===== config.mk =====
export PLATFORM = sky130hd
export DESIGN_NAME = instruction_fetch_unit
export DESIGN_NICKNAME = d
export VERILOG_FILES = /design/src/rtl/instruction_fetch_unit.sv
export SDC_FILE = /design/constraint.sdc
export NUM_CORES = 1
export LEC_CHECK = 0
export CORE_MARGIN = 2
export CORE_UTILIZATION = 45
export CTS_CLUSTER_DIAMETER = 60
export DETAILED_ROUTE_END_ITERATION = 8
export GPL_TIMING_DRIVEN = 1
export PLACE_DENSITY = 0.7
export SETUP_SLACK_MARGIN = 0.4
export SYNTH_ARGS = -nofsm -noshare
export SYNTH_HDL_FRONTEND = slang
export SYNTH_SLANG_ARGS = --single-unit

===== constraint.sdc =====
create_clock -name clk -period 6.1 [get_ports clk]
set_input_delay 1.22 -clock clk [delete_from_list [all_inputs] [get_ports clk]]
set_output_delay 1.22 -clock clk [all_outputs]
set_load 0.005 [all_outputs]

===== src/rtl/instruction_fetch_unit.sv =====
// -----------------------------------------------------------------------------
// instruction_fetch_unit
//
// Front end of the pipeline, directly upstream of the decoder. It generates the
// fetch PC and issues word reads to instruction memory. Returned words go into a
// small buffer that feeds the decoder. It also handles redirects from execute,
// halting for wfi, and faults on misaligned redirect targets.
//
// Handshakes:
//   imem request : imem_req/imem_addr are held until a cycle with imem_gnt=1,
//                  which accepts the request. Responses come back in order on
//                  imem_rvalid/imem_rdata, at least one cycle after the grant.
//   decoder      : a word moves on every cycle where inst_valid and inst_ready
//                  are both high. inst_valid never depends on inst_ready, and
//                  instruction_code/inst_pc hold the head word until it is taken.
//
// Ports:
//   clk, rst_n          clock, asynchronous active-low reset
//   imem_req/addr       read request and word-aligned address
//   imem_gnt            request accepted this cycle
//   imem_rvalid/rdata   in-order read response
//   inst_valid          head of the buffer is valid (drives decoder enable)
//   instruction_code    head instruction word (0 when the buffer is empty)
//   inst_pc             PC of the head word (0 when the buffer is empty)
//   inst_ready          decoder takes the head this cycle
//   redirect/_pc        flush and restart fetch at redirect_pc
//   halt_req, wake      stop issuing (wfi) / resume
//   fetch_fault         a misaligned redirect target was taken
// -----------------------------------------------------------------------------
module instruction_fetch_unit #(
    parameter logic [31:0] RESET_PC   = 32'h0000_0000,
    parameter int          FIFO_DEPTH = 2
) (
    input  logic        clk,
    input  logic        rst_n,
    output logic        imem_req,
    output logic [31:0] imem_addr,
    input  logic        imem_gnt,
    input  logic        imem_rvalid,
    input  logic [31:0] imem_rdata,
    output logic        inst_valid,
    output logic [31:0] instruction_code,
    output logic [31:0] inst_pc,
    input  logic        inst_ready,
    input  logic        redirect,
    input  logic [31:0] redirect_pc,
    input  logic        halt_req,
    input  logic        wake,
    output logic        fetch_fault
);

    localparam int PTR_W = $clog2(FIFO_DEPTH);
    localparam int CNT_W = PTR_W + 1;
    localparam logic [CNT_W:0] CREDIT_LIMIT = (CNT_W+1)'(FIFO_DEPTH);

    typedef enum logic [1:0] {
        ST_BOOT  = 2'd0,
        ST_RUN   = 2'd1,
        ST_HALT  = 2'd2,
        ST_FAULT = 2'd3
    } state_t;

    state_t           state, state_next;
    logic [31:0]      fetch_pc, fetch_pc_next;
    logic [CNT_W-1:0] outstanding, outstanding_next;
    logic [CNT_W-1:0] discard, discard_next;
    logic [CNT_W-1:0] fifo_count;
    logic [PTR_W-1:0] fifo_rd_ptr, fifo_wr_ptr;
    logic [PTR_W-1:0] pcq_rd_ptr, pcq_wr_ptr;
    logic [31:0]      fifo_data [FIFO_DEPTH];
    logic [31:0]      fifo_pc   [FIFO_DEPTH];
    logic [31:0]      pcq_pc    [FIFO_DEPTH];
    logic [CNT_W:0]   credit_used;
    logic             issue, push, pop, fifo_empty;

    // Credit uses registered occupancy only, so the consumer never reaches the
    // request path. Every granted read is therefore guaranteed a buffer slot,
    // even if the decoder stalls indefinitely.
    assign credit_used = {1'b0, outstanding} + {1'b0, fifo_count};
    assign imem_req    = (state == ST_RUN) && (credit_used < CREDIT_LIMIT);
    assign imem_addr   = fetch_pc;
    assign issue       = imem_req && imem_gnt;

    assign fifo_empty       = (fifo_count == '0);
    assign inst_valid       = !fifo_empty && !redirect;
    assign instruction_code = fifo_empty ? 32'h0 : fifo_data[fifo_rd_ptr];
    assign inst_pc          = fifo_empty ? 32'h0 : fifo_pc[fifo_rd_ptr];
    assign pop              = inst_valid && inst_ready;
    // Stale responses (discard pending) and any response in a redirect cycle
    // belong to the old path and never enter the buffer.
    assign push             = imem_rvalid && !redirect && (discard == '0);

    assign fetch_fault = (state == ST_FAULT);

    // ---------------- FSM and fetch PC ----------------
    always_comb begin
        state_next    = state;
        fetch_pc_next = fetch_pc;
        if (issue) begin
            fetch_pc_next = fetch_pc + 32'd4;
        end
        case (state)
            ST_BOOT:  state_next = ST_RUN;
            ST_RUN:   if (halt_req && !wake) state_next = ST_HALT;
            ST_HALT:  if (wake) state_next = ST_RUN;
            ST_FAULT: state_next = ST_FAULT;
            default:  state_next = ST_BOOT;
        endcase
        // Redirect beats halt, wake and any sequential advance.
        if (redirect) begin
            fetch_pc_next = redirect_pc;
            state_next    = (redirect_pc[1:0] == 2'b00) ? ST_RUN : ST_FAULT;
        end
    end

    // ---------------- outstanding / discard bookkeeping ----------------
    always_comb begin
        outstanding_next = outstanding + CNT_W'(issue) - CNT_W'(imem_rvalid);
        discard_next     = discard;
        if (redirect) begin
            // Everything still in flight after this cycle was fetched for the
            // old path, including a read granted in this very cycle.
            discard_next = outstanding_next;
        end else if (imem_rvalid && (discard != '0)) begin
            discard_next = discard - CNT_W'(1);
        end
    end

    always_ff @(posedge clk or negedge rst_n) begin
        if (!rst_n) begin
            state       <= ST_BOOT;
            fetch_pc    <= RESET_PC;
            outstanding <= '0;
            discard     <= '0;
        end else begin
            state       <= state_next;
            fetch_pc    <= fetch_pc_next;
            outstanding <= outstanding_next;
            discard     <= discard_next;
        end
    end

    // ---------------- pointers and occupancy ----------------
    // The PC-in-flight queue tracks every granted read, stale or not, so its
    // head always names the address of the response currently on imem_rvalid.
    always_ff @(posedge clk or negedge rst_n) begin
        if (!rst_n) begin
            pcq_wr_ptr  <= '0;
            pcq_rd_ptr  <= '0;
            fifo_wr_ptr <= '0;
            fifo_rd_ptr <= '0;
            fifo_count  <= '0;
        end else begin
            if (issue) begin
                pcq_wr_ptr <= pcq_wr_ptr + PTR_W'(1);
            end
            if (imem_rvalid) begin
                pcq_rd_ptr <= pcq_rd_ptr + PTR_W'(1);
            end
            if (redirect) begin
                fifo_wr_ptr <= '0;
                fifo_rd_ptr <= '0;
                fifo_count  <= '0;
            end else begin
                if (push) begin
                    fifo_wr_ptr <= fifo_wr_ptr + PTR_W'(1);
                end
                if (pop) begin
                    fifo_rd_ptr <= fifo_rd_ptr + PTR_W'(1);
                end
                fifo_count <= fifo_count + CNT_W'(push) - CNT_W'(pop);
            end
        end
    end

    // ---------------- storage (no reset needed; guarded by counts) ----------------
    always_ff @(posedge clk) begin
        if (issue) begin
            pcq_pc[pcq_wr_ptr] <= fetch_pc;
        end
        if (push) begin
            fifo_data[fifo_wr_ptr] <= imem_rdata;
            fifo_pc[fifo_wr_ptr]   <= pcq_pc[pcq_rd_ptr];
        end
    end

endmodule

==> results.cfg, run 1 <==
[route]
drt_iter0_drc = 301
drtAntennaViolNets = 0
drc_errors = 0
totalWireLength_um = 19320
wl_per_cell_um = 17.28
viasPerCell = 5.240
drtPass1Iterations = 4
num_vias = 5858

[synthesis]
postSynthAreaPerCell_um2 = 14.67
ys_seq_area_share_pct = 71.57
synthCells = 654
syn_area_um2 = 9594
ys_warn_count = 0
synth.distinct_cells = 39
yosysTopAreaCell = edfxtp_1
synth_area_leaders = edfxtp_1 (60%), dfrtp_1 (11%), mux2i_1 (7.0%), mux2_2 (4.0%), nor2_1 (3.9%)
syn_nets = 733
ys_ff_latch = 236
synth_top_area_share_pct = 60.09

[floorplanning]
start_util_pct = 45.78
coreArea_um2 = 20960
die_area_um2 = 22500
die_w_um = 150.0
io_pins = 171
die_h_um = 150.0
rows = 53

[critical_path]
critPathKind = flop to output port
crit_arrival_ns = 2.83
cp_max_fo = 14
reg2reg_depth = 6
end_kind = output port
cp-start-kind = flop
cp.required_ns = 4.88

[pwr]
intPower_uw = 3346
powerDensity_nw_per_um2 = 361.3
power_frac_seq_pct = 45.8
power.switching_uw = 1141
pwr-share-comb_pct = 21.5
p_leak_uw = 0.004162
power_uw = 4486
ir_worst_vdd_uv = 200.2
p_sw_share_pct = 25.43
pwr-share-clk_pct = 32.7

[global_routing]
antenna_found_initial = 0
grt_pass1_wl_um = 30640
grtUsageTotal_pct = 17.30
grt_max_degree = 65
grt_overflow_total = 0
grt_pass1_vias = 5949

[timing]
rsz0062_at_grt = false
maxSlewViolCount = 0
setup_viol = 0
finalSetupTns_ns = 0
max_freq_mhz = 246.7
clock_skew_ns = 0.01095
relSlewSlack_pct = 25.69
tightestPinTransition_ns = 1.112
fin_crit_ns = 4.054
fin_crit_sh_pct = 66.46
hold_viol = 0

[clock_network]
cts_root_buf = clkbuf_16
clock-sinks = 236
cts_tree = done
holdBufCountCts = 0
post_cts_buffers = 0
clkTransAtPathRegs_ns = 0.06
numCtsBuffers = 24
insertion_delay_ns = 0.51
cts-resized-gates = 0
clockBufferDepth = 3
cts_htree_levels = 1

[finish]
synthToLayoutAreaGrowth_pct = 29.43
final_common_cell = edfxtp_1
stdcell_area_um2 = 12420
drive_gt1_share_pct = 10.44
fillers = 1631
diodes = 0
finalNetCount = 904
final_cell_mix = edfxtp_1 (192), clkdlybuf4s50_1 (169), nor2_1 (95), mux2i_1 (67), dfrtp_1 (43)

[status]
status = completed

[placement]
dpl-instance-area_um2 = 11600
port-buffer-count = 170
dp_hpwl_um = 12710
place_congestion = 0.7855

[hold_path]
hold_depth = 1
hold_class = flop to flop

[flow_run]
drv_cap = 0
worst paths after layout:
kind	slack, ns	startpoint	end
setup reg to reg	2.71	fifo_count[0]	imem_addr[20]
setup / recovery	2.05	fifo_count[0]	imem_req
max in group asynchronous	4.48	rst_n	fifo_rd_ptr
min in group asynchronous	0.88	rst_n	outstanding[0]
hold reg to reg	0.48	pcq_rd_ptr	pcq_rd_ptr
hold / removal	0.48	pcq_rd_ptr	pcq_rd_ptr
metal layers:
metal,vias to the layer above,global-route usage [%],part of all wire [%]
met4,0,6.745,2.9
li1,2790,-,-
met5,-,0,0
met2,199,28.29,47
met1,2828,23.48,44
met3,41,2.591,5.9
cells in the mapped netlist:
| cell | n |
|---|---|
| nand2b_1 | 2 |
| or2_2 | 1 |
| dfrtp_1 | 44 |
| buf_2 | 1 |
| and3_1 | 3 |
| nor4_1 | 4 |
| xor2_1 | 4 |
| mux2i_1 | 67 |
| buf_1 | 4 |
| ha_1 | 6 |
| a211oi_1 | 1 |
| nor3_1 | 5 |
| a21oi_1 | 2 |
| nand3_1 | 10 |
| a21bo_2 | 1 |
| a22oi_1 | 1 |
| clkbuf_1 | 29 |
| nand2_1 | 26 |
| nor2_1 | 100 |
| o21ai_0 | 17 |
| and2_1 | 3 |
| nand4b_1 | 2 |
| o311ai_0 | 2 |
| nand4_1 | 6 |
| and4_1 | 3 |
| o31ai_1 | 12 |
| nand3b_1 | 2 |
| or3b_2 | 1 |
| a31oi_1 | 18 |
| nor2b_1 | 1 |
| fa_1 | 1 |
| mux2_2 | 34 |
| or3_1 | 6 |
| o31a_1 | 1 |
| or3b_1 | 1 |
| or4_1 | 16 |
| xnor2_1 | 13 |
| edfxtp_1 | 192 |
| inv_1 | 12 |
metrics by stage:
stage / setup WS [ns] / hold WS (ns) / util (%) / cells
2_1_floorplan: 1.217 / 0.4681 / - / 654
3_3_place_gp: 1.952 / 0.4581 / 55.38 / 1074
3_5_place_dp: 1.824 / 0.4680 / 55.38 / 1074
4_1_cts: 2.007 / 0.4832 / 59.26 / 1118
5_1_grt: 1.898 / 0.5183 / 59.26 / 1118
6_report: 2.046 / 0.4811 / 59.26 / 1118
area by class of cell:
| type | count | area, um2 | share of cell area, % |
|---|---|---|---|
| clock buffer | 38 | 724.4 | 5.834 |
| sequential | 236 | 6870 | 55.32 |
| clock inverter | 6 | 88.84 | 0.7154 |
| inverter | 12 | 45.04 | 0.3627 |
| multi-input combinational | 372 | 2581 | 20.79 |
| tap | 275 | 344.1 | 2.771 |
| timing repair buffer | 179 | 1764 | 14.21 |
logic make-up (layout without fill, tap and decap cells):
family,Yosys count,after routing,share of synthesized area (%)
AO/OA/AOI/OAI,55,55,3.639
buffers and inverters,46,235,1.813
XOR/XNOR,17,17,1.552
AND/OR/NAND/NOR,192,192,9.455
adder cells (fa/ha/maj),7,7,0.9911
multiplexers,101,101,10.98
flip-flops,236,236,71.57
power groups by stage:
| stage | clock network, uW | logic [uW] | registers, uW |
|---|---|---|---|
| floorplan | 0 | 553 | 2030 |
| global placement | 0 | 957 | 2080 |
| detailed placement | 0 | 978 | 2090 |
| CTS | 1510 | 986 | 2050 |
| global route | 1570 | 1060 | 2070 |
| finish | 1470 | 965 | 2050 |
registers in the layout, indices dropped and copies added (netlist names), 2 cells and up:
register	flops
fifo_pc	64
state	2
fifo_count	2
fifo_data	64
pcq_pc	64
imem_addr	32
outstanding	2
discard	2
worst max-delay path, cell delays in order (launching register included):
cell	delay [ns]
dfrtp_1	0.43
and2_1	0.17
fa_1	0.42
or3b_1	0.59
nor2_1	0.19
clkdlybuf4s50_1	0.52
No activity file was read; power rests on OpenSTA's default activity.
==> run 2, diff against run 1 <==
--- a/config.mk
+++ b/config.mk
@@ -10,7 +10,7 @@
 export CTS_CLUSTER_DIAMETER = 60
 export DETAILED_ROUTE_END_ITERATION = 8
 export GPL_TIMING_DRIVEN = 1
-export PLACE_DENSITY = 0.7
+export PLACE_DENSITY = 0.73
 export SETUP_SLACK_MARGIN = 0.4
 export SYNTH_ARGS = -nofsm -noshare
 export SYNTH_HDL_FRONTEND = slang
==> constraint.sdc (replaced) <==
create_clock -name clk -period 3.68 [get_ports clk]
set_input_delay 0.736 -clock clk [delete_from_list [all_inputs] [get_ports clk]]
set_output_delay 0.736 -clock clk [all_outputs]
set_load 0.005 [all_outputs]
==> run 2 against run 1 <==
Compared with the run above: non-clock buffer count up 5; total power rose by 62%; worst setup slack got worse by 1.5 ns; first-iteration DRC count up 6.3%; combinational power increased by 73%; worst hold slack worse by 0.084 ns; largest cell class unchanged; largest power group unchanged; sequential power is 65% higher; via count down 1.2%; critical path type unchanged.
==> results.cfg, run 2 (synthesis results as in run 1) <==
[floorplanning]
die_w_um = 150.0
io_pins = 171
coreArea_um2 = 20960
start_util_pct = 45.78
rows = 53
die_h_um = 150.0
die_area_um2 = 22500

[clock_network]
clock-sinks = 236
cts_root_buf = clkbuf_16
numCtsBuffers = 23
clkTransAtPathRegs_ns = 0.06
insertion_delay_ns = 0.50
cts_tree = done
cts_htree_levels = 1
clockBufferDepth = 3

[global_routing]
grt_max_degree = 65
antenna_found_initial = 0
grt_pass1_wl_um = 30550
grt_pass1_vias = 5795
grt_overflow_total = 0
grtUsageTotal_pct = 17.39

[route]
drtAntennaViolNets = 0
viasPerCell = 5.170
wl_per_cell_um = 17.32
totalWireLength_um = 19400
num_vias = 5790
drt_iter0_drc = 320
drtPass1Iterations = 5
drc_errors = 0

[pwr]
power_uw = 7286
ir_worst_vdd_uv = 318.4
p_leak_uw = 0.004188
powerDensity_nw_per_um2 = 585.2

[timing]
clock_skew_ns = 0.009709
whs_ns = 0.3968
setup_viol = 0
fin_crit_ns = 3.109
rsz0062_at_grt = false
hold_viol = 0
fin_crit_sh_pct = 84.48
relSlewSlack_pct = 34.85
maxSlewViolCount = 0
tightestPinTransition_ns = 0.9772
max_freq_mhz = 321.7

[critical_path]
critPathSlowestCell = dfrtp_4
critPathKind = flop to output port
timing.critical_path.buf_inv = 2
cp_max_fo = 21
crit_cells = 4
cpPeakStageDelay_ns = 0.69
cp_top_family = buffers and inverters
crit_arrival_ns = 2.37
cp-start-kind = flop
reg2reg_depth = 7
end_kind = output port
cp.required_ns = 2.94
crit_chain = buf_4 -> mux2i_1 -> nor2_1 -> clkdlybuf4s50_1

[flow_run]
drv_cap = 0

[finish]
drive_gt1_share_pct = 11.24
final_cell_mix = edfxtp_1 (192), clkdlybuf4s50_1 (168), nor2_1 (94), mux2i_1 (67), dfrtp_1 (43)
stdcell_area_um2 = 12450
synthToLayoutAreaGrowth_pct = 29.79
finalNetCount = 908
final_common_cell = edfxtp_1
final_cells = 1120
reg_top3 = fifo_data (64), fifo_pc (64), pcq_pc (64)
diodes = 0

[placement]
dp_hpwl_um = 12920
place_congestion = 0.7656
place_inst = 1077
dpl-instance-area_um2 = 11690
port-buffer-count = 170

[status]
status = completed

[hold_path]
hold_class = input port to async pin
run 2: changes by cell type in the layout (fill, tap and decap cells not counted), sizes merged:
cell	before	now
dlymetal6s2s	0	1
clkinv	2	4
clkbuf	38	37
inv	14	12
bufinv	2	0
clkdlybuf4s50	169	168
buf	10	15
run 2: worst paths after layout:
path | from | to | slack, ns
max | fifo_rd_ptr | inst_pc[30] | 0.57
max reg2reg | outstanding[0] | imem_addr[27] | 0.60
min reg2reg | imem_addr[1] | pcq_pc[0][1] | 0.52
min | rst_n | state[1] | 0.40
min in group clk | imem_addr[1] | pcq_pc[0][1] | 0.52
max in group asynchronous | rst_n | fifo_rd_ptr | 2.57
run 2: layout make-up:
type	count	area [um2]
repair buffers	184	1871
multi-input cells	372	2592
inverters	12	45.04
well taps	275	344.1
flip-flops and latches	236	6870
clock inverters	4	20.02
clock buffers	37	709.4
fillers	1632	8503
run 2: layer usage:
layer | vias up | GRT usage (%) | share of wire (%)
li1 | 2790 | - | -
met1 | 2810 | 23.87 | 43
met2 | 173 | 29.22 | 50
met3 | 17 | 2.774 | 5.7
met4 | 0 | 4.245 | 1.2
met5 | - | 0 | 0
run 2: timing repair:
item,CTS,global route
hold buffers,0,0
cloned,0,0
setup buffers,2,0
endpoints found under the setup margin,9,10
gates resized for setup,1,5
pin swaps,1,0
run 2: worst reg2reg max path: cells and delay by family, from the launching register on:
family / cells / cell delay (ns)
buffers and inverters: 1 / 0.19
AO/OA/AOI/OAI: 1 / 0.17
AND/OR/NAND/NOR: 4 / 1.84
adder cells (fa/ha/maj): 1 / 0.44
flip-flops: 1 / 0.38
run 2: through the flow:
step	setup slack (ns)	utilization, %	TNS (ns)
floorplan	-0.09672	-	-6.190
CTS	0.4038	59.35	0
detailed placement	0.3547	55.79	0
global route	0.4414	59.42	0
global placement	0.4701	55.79	0
finish	0.5711	59.42	0
run 2: power by group:
group	switching [uW]	internal (uW)	total [uW]
sequential	183	3210	3390
combinational	777	890	1670
clock	910	1320	2230
total	1870	5420	7290
==> run 3, diff against run 2 <==
--- a/config.mk
+++ b/config.mk
@@ -10,7 +10,7 @@
 export CTS_CLUSTER_DIAMETER = 60
 export DETAILED_ROUTE_END_ITERATION = 8
 export GPL_TIMING_DRIVEN = 1
-export PLACE_DENSITY = 0.73
+export PLACE_DENSITY = 0.7
 export SETUP_SLACK_MARGIN = 0.4
 export SYNTH_ARGS = -nofsm -noshare
 export SYNTH_HDL_FRONTEND = slang
==> constraint.sdc (replaced) <==
create_clock -name clk -period 3.2 [get_ports clk]
set_input_delay 0.64 -clock clk [delete_from_list [all_inputs] [get_ports clk]]
set_output_delay 0.64 -clock clk [all_outputs]
set_load 0.005 [all_outputs]
==> run 3 against run 2 <==
Compared with the run above: global-route usage increased by 1.3 points; total power increased by 22%; highest routed layer unchanged; critical endpoint is now discard[1]; first-iteration DRC count increased by 59%; sequential power increased by 14%; register-to-register slack got worse by 0.30 ns; core utilization increased by 2.2 points; worst hold slack got worse by 0.19 ns; die area unchanged; largest cell class unchanged; clock power increased by 23%; clock skew increased by 0.0093 ns; critical path depth increased by 8.
==> results.cfg, run 3 (synthesis results as in run 1) <==
[status]
status = completed

[finish]
fillers = 1594
reg_top3 = fifo_data (64), fifo_pc (64), pcq_pc (64)
synthToLayoutAreaGrowth_pct = 34.53
drive_gt1_share_pct = 14.84
final_cells = 1144
final_common_cell = edfxtp_1
diodes = 0
finalNetCount = 931
utilization_pct = 61.60
final_cell_mix = edfxtp_1 (192), clkdlybuf4s50_1 (168), nor2_1 (95), mux2i_1 (67), dfrtp_1 (43)

[floorplanning]
die_h_um = 150.0
die_area_um2 = 22500
rows = 53
io_pins = 171
start_util_pct = 45.78
die_w_um = 150.0
coreArea_um2 = 20960

[critical_path]
critPathSlowestCell = fa_1
critPathKind = flop to flop
cp.required_ns = 3.59
cpPeakStageDelay_ns = 0.44
crit_arrival_ns = 3.29
cp_max_fo = 6
cp-start-kind = flop
crit_chain = and2_4 -> fa_1 -> or3b_4 -> buf_6 -> or3b_4 -> ha_4 -> inv_2 -> ha_4 -> xnor2_4 -> xnor2_2 -> nand2_1 -> o21ai_1
end_kind = flop

[timing]
max_freq_mhz = 344.9
clock_skew_ns = 0.01902
tightestPinTransition_ns = 0.8011
finalSetupTns_ns = 0
relSlewSlack_pct = 46.59
whs_ns = 0.2101
maxSlewViolCount = 0
setup_viol = 0
fin_crit_ns = 2.900
fin_crit_sh_pct = 90.61
hold_viol = 0
rsz0062_at_grt = true

[route]
drc_errors = 0
totalWireLength_um = 21780
viasPerCell = 5.363
num_vias = 6135
drt_iter0_drc = 509
wl_per_cell_um = 19.04
drtAntennaViolNets = 0
drtPass1Iterations = 5

[pwr]
ir_worst_vdd_uv = 393.1
p_leak_uw = 0.004379
power_uw = 8917
powerDensity_nw_per_um2 = 690.9

[hold_path]
hold_class = input port to async pin

[clock_network]
clock-sinks = 236
clockBufferDepth = 3
cts_root_buf = clkbuf_16
holdBufCountCts = 0
insertion_delay_ns = 0.51
numCtsBuffers = 24
cts_htree_levels = 1
cts_tree = done
clkTransAtPathRegs_ns = 0.06

[global_routing]
grt_pass1_vias = 6105
antenna_found_initial = 0
grt_overflow_total = 0
grt_max_degree = 65
grt_pass1_wl_um = 32460
grtUsageTotal_pct = 18.67

[placement]
place_inst = 1080
place_congestion = 0.8249
dp_hpwl_um = 13350
port-buffer-count = 170

[flow_run]
drv_cap = 0
[run 3: layout make-up]
| cell class | count | area [um2] | share of cell area [%] |
|---|---|---|---|
| inverter | 12 | 45.04 | 0.3490 |
| clock inverter | 11 | 122.6 | 0.9500 |
| sequential | 236 | 6870 | 53.23 |
| timing repair buffer | 206 | 2161 | 16.74 |
| tap | 275 | 344.1 | 2.666 |
| multi-input combinational | 372 | 2713 | 21.02 |
| clock buffer | 32 | 651.9 | 5.050 |
[run 3: routing by layer]
| metal | share of wire [%] | vias up | GRT usage (%) |
|---|---|---|---|
| li1 | - | 2843 | - |
| met1 | 41 | 3035 | 23.82 |
| met2 | 51 | 226 | 32.69 |
| met3 | 6.2 | 31 | 2.988 |
| met4 | 1.9 | 0 | 5.943 |
| met5 | 0 | - | 0 |
[run 3: repair_timing]
item	4_1_cts	5_1_grt
gates resized for setup	23	12
buffers inserted	12	3
pin swaps	19	11
cloned	2	4
endpoints found under the setup margin	63	144
[run 3: power breakdown]
group          switching [uW]  internal, uW  leakage (uW)
clock network            1080          1660      0.000376
logic                    1050          1240       0.00176
registers                 186          3690       0.00224
total                    2320          6600       0.00438
[run 3: critical path, delay by kind of cell, from the launching register on]
kind,cells,cell delay [ns]
xor gates and xnor gates,2,0.27
AOI/OAI and AO/OA,1,0.06
adders and majority gates,3,0.88
buffers and inverters,2,0.18
DFF,1,0.39
and+or+nand+nor,4,1.00
[run 3: per-stage QoR]
step / setup slack (ns) / area (um2)
after floorplan: -0.06210 / 9629
after global placement: 0.2228 / 11740
after detailed placement: 0.1115 / 11740
after CTS: 0.2398 / 12720
after global routing: 0.2575 / 12910
final: 0.3004 / 12910
[run 3: path summary, 6_finish.rpt]
kind | start | endpoint | slack (ns) | depth (start not counted)
worst max-delay path | outstanding[0] | discard[1] | 0.30 | 12
worst max register to register | outstanding[0] | discard[1] | 0.30 | 12
worst min register to register | pcq_rd_ptr | pcq_rd_ptr | 0.49 | 1
max in group asynchronous | rst_n | imem_addr[4] | 2.32 | 2
min in group clk | pcq_rd_ptr | pcq_rd_ptr | 0.49 | 1
worst min-delay path | rst_n | pcq_wr_ptr | 0.21 | 1
